$ cat src/rtl/ciq_pkg.sv
// ciq_pkg: shared constants and types for the collapsing issue queue (CIQ).
//   CIQ_DEPTH  - number of CIQ entries (power of 2)
//   DECODE_NUM - decode width, i.e. allocation slots per cycle
//   CIQ_AW     - CIQ entry address width
//   ciq_addr_t - one CIQ entry address
package ciq_pkg;

  localparam int CIQ_DEPTH  = 16;
  localparam int DECODE_NUM = 4;
  localparam int CIQ_AW     = $clog2(CIQ_DEPTH);

  typedef logic [CIQ_AW-1:0] ciq_addr_t;

endpackage

$ cat src/rtl/ciq_ffs.sv
// ciq_ffs: combinational find-first-set, scanning from bit 0 upward.
// Ports:
//   vec    (in)  - vector to scan
//   idx    (out) - index of the lowest set bit, 0 when none is set
//   found  (out) - 1 when any bit of vec is set
//   onehot (out) - one-hot of the lowest set bit, all zero when none is set
module ciq_ffs #(
  parameter  int WIDTH = 16,
  localparam int IW    = (WIDTH > 1) ? $clog2(WIDTH) : 1
) (
  input  logic [WIDTH-1:0] vec,
  output logic [IW-1:0]    idx,
  output logic             found,
  output logic [WIDTH-1:0] onehot
);

  // Walk from the top down so the last hit written is the lowest set bit.
  always_comb begin
    idx    = '0;
    found  = 1'b0;
    onehot = '0;
    for (int i = WIDTH - 1; i >= 0; i--) begin
      if (vec[i]) begin
        idx       = IW'(i);
        found     = 1'b1;
        onehot    = '0;
        onehot[i] = 1'b1;
      end
    end
  end

endmodule

$ cat src/rtl/ciq_allocation.sv
// ciq_allocation: picks the first DECODE_NUM free CIQ entries (lowest index
// first) for newly decoded instructions. Results are registered: the free
// vector sampled on edge N is presented after edge N until edge N+1.
// There is no handshake; a fresh result is produced every cycle.
// Ports:
//   clk        (in)  - clock, rising edge
//   rst_n      (in)  - synchronous active-low reset, clears all outputs
//   ciq_free   (in)  - bit i = 1 means CIQ entry i is free
//   free_addr  (out) - [DECODE_NUM-1:0] entry address allocated to slot k
//   free_valid (out) - bit k = 1 means free_addr[k] is a genuinely free entry
//                      (thermometer coded from bit 0; unused slots read 0)
module ciq_allocation #(
  parameter  int DECODE_NUM = ciq_pkg::DECODE_NUM,
  parameter  int CIQ_DEPTH  = ciq_pkg::CIQ_DEPTH,
  localparam int AW         = $clog2(CIQ_DEPTH)
) (
  input  logic                  clk,
  input  logic                  rst_n,
  input  logic [CIQ_DEPTH-1:0]  ciq_free,
  output logic [AW-1:0]         free_addr [DECODE_NUM-1:0],
  output logic [DECODE_NUM-1:0] free_valid
);

  import ciq_pkg::*;

  // stage_vec[k] is the free vector seen by slot k: everything already
  // claimed by slots 0..k-1 has been removed.
  logic [CIQ_DEPTH-1:0] stage_vec [DECODE_NUM:0];
  logic [CIQ_DEPTH-1:0] stage_hit [DECODE_NUM-1:0];
  logic [AW-1:0]        stage_idx [DECODE_NUM-1:0];
  logic [DECODE_NUM-1:0] stage_found;

  // Entries left over after the last slot are intentionally dropped.
  logic [CIQ_DEPTH-1:0] leftover_unused;

  assign stage_vec[0]    = ciq_free;
  assign leftover_unused = stage_vec[DECODE_NUM];

  for (genvar k = 0; k < DECODE_NUM; k++) begin : g_slot
    ciq_ffs #(
      .WIDTH (CIQ_DEPTH)
    ) u_ffs (
      .vec    (stage_vec[k]),
      .idx    (stage_idx[k]),
      .found  (stage_found[k]),
      .onehot (stage_hit[k])
    );

    assign stage_vec[k+1] = stage_vec[k] & ~stage_hit[k];
  end

  logic [AW-1:0]         free_addr_d  [DECODE_NUM-1:0];
  logic [AW-1:0]         free_addr_q  [DECODE_NUM-1:0];
  logic [DECODE_NUM-1:0] free_valid_d;
  logic [DECODE_NUM-1:0] free_valid_q;

  // Unfound slots are forced to address 0 so the outputs never carry junk.
  always_comb begin
    free_valid_d = stage_found;
    for (int k = 0; k < DECODE_NUM; k++) begin
      free_addr_d[k] = stage_found[k] ? stage_idx[k] : '0;
    end
  end

  always_ff @(posedge clk) begin
    if (!rst_n) begin
      free_valid_q <= '0;
      for (int k = 0; k < DECODE_NUM; k++) begin
        free_addr_q[k] <= '0;
      end
    end else begin
      free_valid_q <= free_valid_d;
      for (int k = 0; k < DECODE_NUM; k++) begin
        free_addr_q[k] <= free_addr_d[k];
      end
    end
  end

  assign free_valid = free_valid_q;
  assign free_addr  = free_addr_q;

endmodule

$ cat config.mk
export PLATFORM = sky130hd
export DESIGN_NAME = ciq_allocation
export DESIGN_NICKNAME = d
export VERILOG_FILES = /design/src/rtl/ciq_pkg.sv /design/src/rtl/ciq_ffs.sv /design/src/rtl/ciq_allocation.sv
export SDC_FILE = /design/constraint.sdc
export NUM_CORES = 1
export LEC_CHECK = 0
export CAP_MARGIN = 20
export CORE_UTILIZATION = 30
export CTS_BUF_LIST = sky130_fd_sc_hd__clkbuf_8 sky130_fd_sc_hd__clkbuf_16
export DETAILED_ROUTE_END_ITERATION = 10
export PLACE_DENSITY = 0.46
export SETUP_SLACK_MARGIN = 0.2
export SLEW_MARGIN = 30
export SYNTH_ARGS = -nofsm -noshare
export SYNTH_HDL_FRONTEND = slang
export SYNTH_SLANG_ARGS = --single-unit
$ cat constraint.sdc
create_clock -name clk -period 5.55 [get_ports clk]
set_clock_uncertainty 0.1 [all_clocks]
set_input_delay 1.11 -clock clk [delete_from_list [all_inputs] [get_ports clk]]
set_output_delay 1.11 -clock clk [all_outputs]
set_load 0.02 [all_outputs]
* Word level (Yosys, flattened, before mapping) *
Cells that the tools add are included.

storage, ports and cells
  register bits after elaboration = 20
  input port bits = 18
  output and inout port bits = 20
  logic and storage cells = 216

cells by class
  muxes and demuxes = 172
  bitwise logic cells = 11
  reductions and logical operators = 16

operator list
  cell                 number
  16-bit two-way mux   48
  4-bit two-way mux    32
  1-bit two-way mux    68
  16-bit bitwise AND   3
  3-bit two-way mux    16
  16-bit NOT           3
  10-bit OR reduction  4
  6-bit OR reduction   4
  2-bit two-way mux    8
  4-bit OR reduction   4
  3-bit OR reduction   4
  1-bit NOT            5

* Logic depth before layout (Yosys ltp) *
Gate-level depths: netlist of the first run.

  depth after elaboration = 72
  gate-level depth with buffers = 12
  gate-level depth less buffers = 9

* Cells and area by module *
A second synthesis of the first run with hierarchy kept.

second synthesis, totals
  cell total of the unflattened synthesis = 302
  area total of the unflattened synthesis = 2,292.2 µm²

by module, submodules not included
  module          times used  cells an instance  area each (µm²)  sequential area each (µm²)
  ciq_ffs         4           53                 322.8            0.0
  ciq_allocation  1           90                 1,001.0          400.4

* Least setup slack after synthesis of the first run *
No wires, ideal clock.

  path type = input-to-reg
  start = input ciq_free[5]
  end = register free_addr_q, in the netlist free_addr[13]
  library setup time = 0.134 ns
  arrival time = 3.571 ns
  required time = 5.316 ns
  path slack = 1.745 ns
  cell stages on the path = 10
  cell sequence = buf_6 -> or4_4 -> o21ai_1 -> or3b_1 -> a221o_1 -> or2_4 -> nor4_4 -> o21ai_2 -> o31ai_4 -> a2111oi_2

on the way
  cells in the longest elaborated chain, start to end = 62
  elaborated cells on any way between the ends = 76

RTL lines
  element                           RTL line              text
  from (decl)                       ciq_allocation.sv:19  input logic [CIQ_DEPTH-1:0] ciq_free,
  16-bit two-way mux (6 in a row)   ciq_ffs.sv:23         if (vec[i]) begin
  16-bit NOT                        ciq_allocation.sv:49  assign stage_vec[k+1] = stage_vec[k] & ~stage_hit[k];
  16-bit bitwise AND (*)            ciq_allocation.sv:49
  16-bit two-way mux (16 in a row)  ciq_ffs.sv:23
  16-bit NOT                        ciq_allocation.sv:49
  16-bit bitwise AND (*)            ciq_allocation.sv:49
  16-bit two-way mux (16 in a row)  ciq_ffs.sv:23
  16-bit NOT                        ciq_allocation.sv:49
  16-bit bitwise AND (*)            ciq_allocation.sv:49
  1-bit two-way mux (16 in a row)   ciq_ffs.sv:23
  1-bit NOT (no line)               -
  4-bit OR reduction (no line)      -
  to (signal, indexed assignment)   ciq_allocation.sv:74  free_addr_q[k] <= free_addr_d[k];
  to (decl)                         ciq_allocation.sv:53  logic [AW-1:0] free_addr_q [DECODE_NUM-1:0];

Mark *: on every way between the ends. The rest lies on a longest branch, timed or not.
A chain may end at the register's enable or synchronous reset.

* Final worst setup path of the first run *
  start = input ciq_free[3]
  end = register free_addr_q, in the netlist free_addr[13]

on the way
  cells in the longest elaborated chain, start to end = 60
  elaborated cells on any way between the ends = 74

RTL lines
  element                           RTL line
  16-bit two-way mux (4 in a row)   ciq_ffs.sv:23
  16-bit NOT                        ciq_allocation.sv:49
  16-bit bitwise AND (*)            ciq_allocation.sv:49
  16-bit two-way mux (16 in a row)  ciq_ffs.sv:23
  16-bit NOT                        ciq_allocation.sv:49
  16-bit bitwise AND (*)            ciq_allocation.sv:49
  16-bit two-way mux (16 in a row)  ciq_ffs.sv:23
  16-bit NOT                        ciq_allocation.sv:49
  16-bit bitwise AND (*)            ciq_allocation.sv:49
  1-bit two-way mux (16 in a row)   ciq_ffs.sv:23
  1-bit NOT (no line)               -
  4-bit OR reduction (no line)      -

Marks and branches as above.

==> impl_metrics.csv, run 1 <==
group,metric,value,unit
clock_tree,cts_sinks,20,
power,power_leakage,0.00101,uW
routing,route.met2.wl,3210,um
yosys,async_reset_ff_share,0,%
floorplanning,die_width,90.0,um
cells_and_area,sequential_cell_area,400,um2
yosys,netlist.top_cell.by_area,"sky130_fd_sc_hd__dfxtp_1",
worst_setup_path,cp_data_arrival_time,4.65,ns
routing,drt.antenna.violating_nets,0,
routing,route.met3.wl,390,um
floorplanning,initial_utilization,31.5,%
routing,via_per_inst,5.55,
grt,grt_pass1_vias,2359,
timing,grt_setup_unrepaired,"false",
worst_setup_path,cp-end-kind,"flop",
power,swShare,34.6,%
timing,fin_hold_ws,1.56,ns
clock_tree,tritoncts,"done",
routing,wl,7140,um
yosys,netlist.area_leader.share,17.2,%
routing,drc_errors,0,
clock_tree,cts_setup_buffers,0,
cells_and_area,fin_nets,387,
timing,maxClockFrequency,216,MHz
min_path,worstHoldPathType,"input pin to flop",
floorplanning,io_pins,38,
cells_and_area,multi_input_area,0.00177,mm2
power,power.density,157,mW/mm2
clock_tree,cts.repair.resized,0,
routing,initialDrtViolationCount,119,
outcome,status,"finished clean",
worst_setup_path,cp-start-kind,"input pin",
power,combPwrFrac,41.0,%
power,power.internal,291,uW
timing,worst_slew_pin_slew,0.896,ns
clock_tree,clk_transition_reported_paths,0.07,ns
yosys,yosys_warnings,0,
power,clockPowerShare,24.1,%
worst_setup_path,critPathMaxFanout,15,
routing,vias,2591,
worst_setup_path,worstPathCellList,"clkdlybuf4s50_1 -> buf_4 -> o41ai_2 -> o211ai_1 -> a211oi_2 -> o21ai_1 -> o31a_1 -> nor4_4 -> o21ai_2 -> o31ai_4 -> a2111oi_2",
worst_setup_path,worst_path_class_setup,"input pin to flop",
min_path,hold_start,"rst_n",
clock_tree,clk_path_buf_depth,2,
placed_design,place.detailed.hpwl,5710,um
timing,timing.setup.tns,0,ns
grt,antenna_found_initial,0,
yosys,seq_area_frac_synth,17.2,%
yosys,ys_dominant_reg_cell,"sky130_fd_sc_hd__dfxtp_1",
routing,first_pass_iters,4,
timing,slew_viol_final,0,
routing,route.top_layer_used,"met4",
cells_and_area,antenna_cells,0,
yosys,count_of_flip_flops_with_a_built_in_enable_after_synthesis,0,
floorplanning,coreArea,0.00737,mm2
run,maxCapViolCount,0,
floorplanning,row_count,31,
worst_setup_path,critPathRequiredTime,5.57,ns
power,total_switching_power,154,uW
yosys,instance_count_of_the_mapped_netlist,345,
clock_tree,cts-hold-fix-buffers,0,
clock_tree,clock_root_cell,"sky130_fd_sc_hd__clkbuf_8",
cells_and_area,final_layout_size_suffix_gt1_share,10.1,%
worst_setup_path,cp_slowest_cell,"sky130_fd_sc_hd__clkdlybuf4s50_1",
timing,slew_headroom,39.9,%
routing,wire_length_on_met1,3440,um
yosys,syn_nets,363,
cells_and_area,filler_cell_count,805,
worst_setup_path,crit_start,"ciq_free[3]",
routing,routedWlPerCell,15.3,um
grt,first_pass_grt_wire_length,12200,um
grt,globalRouteOverflowTotal,0,
yosys,syn_avg_cell_area,6.74,um2
grt,grt_start_max_net_pins,19,
yosys,post_synth_main_area_contributors,"sky130_fd_sc_hd__dfxtp_1, sky130_fd_sc_hd__o21ai_0, sky130_fd_sc_hd__nand2_1, sky130_fd_sc_hd__nor2_1, sky130_fd_sc_hd__a21oi_1",
clock_tree,cts_htree_levels,1,
clock_tree,cts_made_buffers,3,
cells_and_area,areaGrowthSynthToFinish,21.7,%
timing,minimum_clock_period,4.63,ns
yosys,yosys_register_bits,20,
power,fin_total_pwr,445,uW
worst_setup_path,critical-path-top-delay-family,"compound AO/OA/AOI/OAI gates",
grt,grt_use_total,18.2,%
timing,setup-violations-final,0,
worst_setup_path,critPathMaxStageDelay,0.62,ns
timing,hold_viol_final,0,
placed_design,buffer_ports.inserted,37,
yosys,syn-cell-area,0.00232,mm2
power,vdd.ir_drop.worst,0.0000685,V
yosys,synth.lib_cells_used.distinct,65,
worst_setup_path,path_buf_inv,2,
power,power.share.sequential,34.9,%
floorplanning,die_h,90.0,um
floorplanning,die-area,0.00811,mm2
placed_design,globalplace.congestion,0.861,
timing,post-route-period-util,83.4,%
==> through the flow <==
step	cells	area [um2]	worst slack, ns	utilization, %
final	467	2830	0.921	38.4
after global routing	467	2830	0.618	38.4
after CTS	467	2830	0.929	38.4
after detailed placement	463	2770	0.665	37.6
after global placement	463	2770	0.692	37.6
after floorplan	345	2320	1.75	-
==> Yosys cell counts (2+ instances only) <==
master,number
sky130_fd_sc_hd__maj3_1,9
sky130_fd_sc_hd__nor4_1,4
sky130_fd_sc_hd__a21o_1,2
sky130_fd_sc_hd__o22ai_1,3
sky130_fd_sc_hd__o21ai_0,40
sky130_fd_sc_hd__a22oi_1,4
sky130_fd_sc_hd__nor4_4,2
sky130_fd_sc_hd__or2_2,8
sky130_fd_sc_hd__a22o_1,2
sky130_fd_sc_hd__o211a_1,3
sky130_fd_sc_hd__nor3_1,4
sky130_fd_sc_hd__o21a_1,5
sky130_fd_sc_hd__clkbuf_1,20
sky130_fd_sc_hd__a21oi_1,24
sky130_fd_sc_hd__a21boi_0,4
sky130_fd_sc_hd__nor2b_1,3
sky130_fd_sc_hd__o31a_1,3
sky130_fd_sc_hd__nor2_1,36
sky130_fd_sc_hd__nand2_1,39
sky130_fd_sc_hd__o31ai_1,4
sky130_fd_sc_hd__a32oi_1,2
sky130_fd_sc_hd__and3_1,5
sky130_fd_sc_hd__inv_1,10
sky130_fd_sc_hd__a2111oi_2,2
sky130_fd_sc_hd__o21ba_2,2
sky130_fd_sc_hd__a221oi_1,4
sky130_fd_sc_hd__nand2b_1,2
sky130_fd_sc_hd__and2_1,4
sky130_fd_sc_hd__a31oi_1,5
sky130_fd_sc_hd__o21ai_1,5
sky130_fd_sc_hd__o211ai_1,3
sky130_fd_sc_hd__dfxtp_1,20
sky130_fd_sc_hd__nand3b_1,2
sky130_fd_sc_hd__a211oi_1,8
sky130_fd_sc_hd__a31o_2,2
sky130_fd_sc_hd__nand3_1,14
sky130_fd_sc_hd__buf_2,5
sky130_fd_sc_hd__o21bai_1,3
sky130_fd_sc_hd__o221ai_1,2
==> routing by layer <==
| layer | track usage, % | vias to the layer above |
|---|---|---|
| met5 | 0 | - |
| met4 | 4.84 | 0 |
| met3 | 2.79 | 11 |
| met2 | 28.5 | 69 |
| met1 | 25.9 | 1177 |
| li1 | - | 1334 |
==> power groups by stage <==
stage	Sequential, uW	Clock (uW)	Combinational, uW
finish	155	107	183
global route	157	118	203
CTS	155	110	183
detailed placement	159	0	182
global placement	159	0	184
floorplan	171	0	107
==> final cells by class <==
type / count / share of cell area, %
repair buffers: 47 / 15.7
flip-flops and latches: 20 / 14.2
clock buffers: 4 / 1.95
multi-input cells: 287 / 62.5
well taps: 99 / 4.38
inverters: 10 / 1.33
==> kinds of logic after synthesis <==
group	synth area share [%]
and+or+nand+nor	28.4
DFF	17.2
adders and majority gates	3.88
AOI/OAI and AO/OA	43.3
buffers and inverters	6.78
xor gates and xnor gates	0.377
==> path summary, 6_finish.rpt <==
| check | to | slack [ns] | cells past startpoint |
|---|---|---|---|
| worst max-delay path | free_addr[13]$_SDFF_PP0_ | 0.92 | 11 |
| worst min-delay path | free_addr[11]$_SDFF_PP0_ | 1.56 | 3 |
==> cells in the final DEF, fill, tap and decap left out, types with 4 or more instances in the layout <==
cell type / count
sky130_fd_sc_hd__a211oi_1: 8
sky130_fd_sc_hd__a21boi_0: 4
sky130_fd_sc_hd__a21oi_1: 24
sky130_fd_sc_hd__a221oi_1: 4
sky130_fd_sc_hd__a22oi_1: 4
sky130_fd_sc_hd__a31oi_1: 5
sky130_fd_sc_hd__and2_1: 4
sky130_fd_sc_hd__and3_1: 5
sky130_fd_sc_hd__buf_4: 10
sky130_fd_sc_hd__clkbuf_8: 4
sky130_fd_sc_hd__clkdlybuf4s50_1: 37
sky130_fd_sc_hd__dfxtp_1: 20
sky130_fd_sc_hd__inv_1: 10
sky130_fd_sc_hd__maj3_1: 9
sky130_fd_sc_hd__nand2_1: 39
sky130_fd_sc_hd__nand3_1: 14
sky130_fd_sc_hd__nor2_1: 36
sky130_fd_sc_hd__nor3_1: 4
sky130_fd_sc_hd__nor4_1: 4
sky130_fd_sc_hd__o21a_1: 5
sky130_fd_sc_hd__o21ai_0: 40
sky130_fd_sc_hd__o21ai_1: 5
sky130_fd_sc_hd__o31ai_1: 4
sky130_fd_sc_hd__or2_2: 8
==> sequential cells by signal, summed over array words and instances, names as in the netlist <==
signal / count
free_valid: 4
free_addr: 16
Power figures use the tool's default switching activity.
==> run 2: changes to the inputs <==
PLACE_DENSITY = 0.48   (was 0.46)
clock period = 4.2 ns   (was 5.55 ns; I/O delays follow)
==> impl_metrics.csv, run 2 (synthesis gave the netlist of run 1 again) <==
group,metric,value,unit
power,power_leakage,0.00124,uW
timing,hold_viol_final,0,
floorplanning,coreArea,0.00737,mm2
placed_design,place.detailed.hpwl,5990,um
worst_setup_path,critPathRequiredTime,4.24,ns
grt,globalRouteOverflowTotal,0,
worst_setup_path,cp-end-kind,"flop",
clock_tree,cts_htree_levels,1,
cells_and_area,final_layout_size_suffix_gt1_share,20.5,%
cells_and_area,final_cell_mix,"sky130_fd_sc_hd__buf_4, sky130_fd_sc_hd__o21ai_0, sky130_fd_sc_hd__nand2_1",
clock_tree,clock_root_cell,"sky130_fd_sc_hd__clkbuf_8",
clock_tree,clk_path_buf_depth,2,
floorplanning,die_h,90.0,um
cells_and_area,fin_util,43.3,%
timing,setup-violations-final,0,
routing,first_pass_iters,4,
timing,fin_hold_ws,0.954,ns
floorplanning,die_width,90.0,um
clock_tree,tritoncts,"done",
timing,timing.setup.tns,0,ns
floorplanning,initial_utilization,31.5,%
power,power.density,193,mW/mm2
clock_tree,cts_sinks,20,
timing,worst_slew_pin_slew,0.640,ns
grt,antenna_found_initial,0,
placed_design,post-place-cells,503,
outcome,status,"finished clean",
routing,route.met2.wl,3440,um
cells_and_area,fin_nets,428,
routing,route.top_layer_used,"met4",
worst_setup_path,crit_start,"ciq_free[5]",
min_path,worstHoldPathType,"input pin to flop",
min_path,hold_start,"ciq_free[2]",
routing,routedWlPerCell,14.8,um
routing,initialDrtViolationCount,155,
timing,slew_headroom,56.9,%
worst_setup_path,critPathMaxFanout,7,
worst_setup_path,cp_data_arrival_time,3.87,ns
cells_and_area,final_common_cell,"sky130_fd_sc_hd__buf_4",
run,maxCapViolCount,0,
worst_setup_path,worst_setup_path_endpoint,"free_addr[12]$_SDFF_PP0_",
cells_and_area,filler_cell_count,783,
cells_and_area,antenna_cells,0,
worst_setup_path,cp-start-kind,"input pin",
floorplanning,die-area,0.00811,mm2
timing,slew_viol_final,0,
power,vdd.ir_drop.worst,0.000111,V
placed_design,globalplace.congestion,0.851,
floorplanning,io_pins,38,
timing,post-route-period-util,91.4,%
clock_tree,clk_transition_reported_paths,0.07,ns
routing,vias,2739,
cells_and_area,areaGrowthSynthToFinish,37.1,%
timing,grt_setup_unrepaired,"false",
clock_tree,cts_made_buffers,3,
timing,maxClockFrequency,261,MHz
worst_setup_path,worst_path_class_setup,"input pin to flop",
grt,grt_use_total,18.3,%
routing,drt.antenna.violating_nets,0,
cells_and_area,largest_register_ff_count,16,
grt,grt_pass1_vias,2563,
routing,drc_errors,0,
routing,wire_length_on_met1,3680,um
cells_and_area,finalNonFillerCells,508,
routing,via_per_inst,5.39,
routing,route.met3.wl,303,um
timing,minimum_clock_period,3.84,ns
placed_design,buffer_ports.inserted,37,
grt,grt_start_max_net_pins,23,
grt,first_pass_grt_wire_length,12500,um
power,fin_total_pwr,616,uW
clock_tree,cts-hold-fix-buffers,0,
routing,wl,7510,um
floorplanning,row_count,31,
[run 2: metrics by stage]
step,instance area [um2],setup slack (ns)
2_1_floorplan,2320,0.665
3_3_place_gp,3090,0.0851
3_5_place_dp,3090,0.0393
4_1_cts,3140,0.260
5_1_grt,3190,0.213
6_report,3190,0.363
[run 2: area by class of cell]
cell class	instances	area, um2	area share (%)
Timing Repair Buffer	88	773	24.3
Clock buffer	4	55.1	1.73
Tap cell	99	124	3.89
Multi-Input combinational cell	287	1800	56.4
Inverter	10	37.5	1.18
Sequential cell	20	400	12.6
[run 2: repair_timing]
action / 4_1_cts / 5_1_grt
endpoints found under the setup margin: 0 / 4
gates resized for setup: 0 / 11
buffers inserted: 0 / 1
endpoints found under the hold margin: 0 / 0
[run 2: layer usage]
metal	vias up	global-route usage [%]
met5	-	0
met4	0	3.76
met3	11	2.20
met2	65	30.8
met1	1245	24.9
li1	1418	-
[run 2: report_power, final]
group          switching, uW  total [uW]  internal (uW)
sequential              2.70         205            202
combinational            150         271            120
clock                   57.1         140           83.2
[run 2: critical path, cell delays in order]
cell and delay [ns]:
sky130_fd_sc_hd__clkdlybuf4s50_1 0.46, sky130_fd_sc_hd__buf_4 0.19, sky130_fd_sc_hd__a2111o_1 0.37, sky130_fd_sc_hd__o21a_1 0.12, sky130_fd_sc_hd__or3b_1 0.34, sky130_fd_sc_hd__a221o_2 0.43
sky130_fd_sc_hd__nor4_4 0.31, sky130_fd_sc_hd__o21ai_1 0.13, sky130_fd_sc_hd__o221a_1 0.26, sky130_fd_sc_hd__o31ai_1 0.31, sky130_fd_sc_hd__a21oi_1 0.11
[run 2: how the worst min path moves through the flow]
stage	endpoint	slack [ns]	cells after the start
after global routing	free_addr[4]$_SDFF_PP0_	1.0	3
after detailed placement	free_addr[5]	1.53	1
after floorplan	free_addr[11]$_SDFF_PP0_	0.86	2
after CTS	free_addr[11]$_SDFF_PP0_	1.31	3
after global placement	free_addr[7]	1.54	1
final	free_addr[4]$_SDFF_PP0_	0.95	3
==> run 3: changes to the inputs <==
CTS_CLUSTER_SIZE = 25   (was default)
==> results of run 3 <==
Final layout, timing and power as in run 2 (identical DEF).
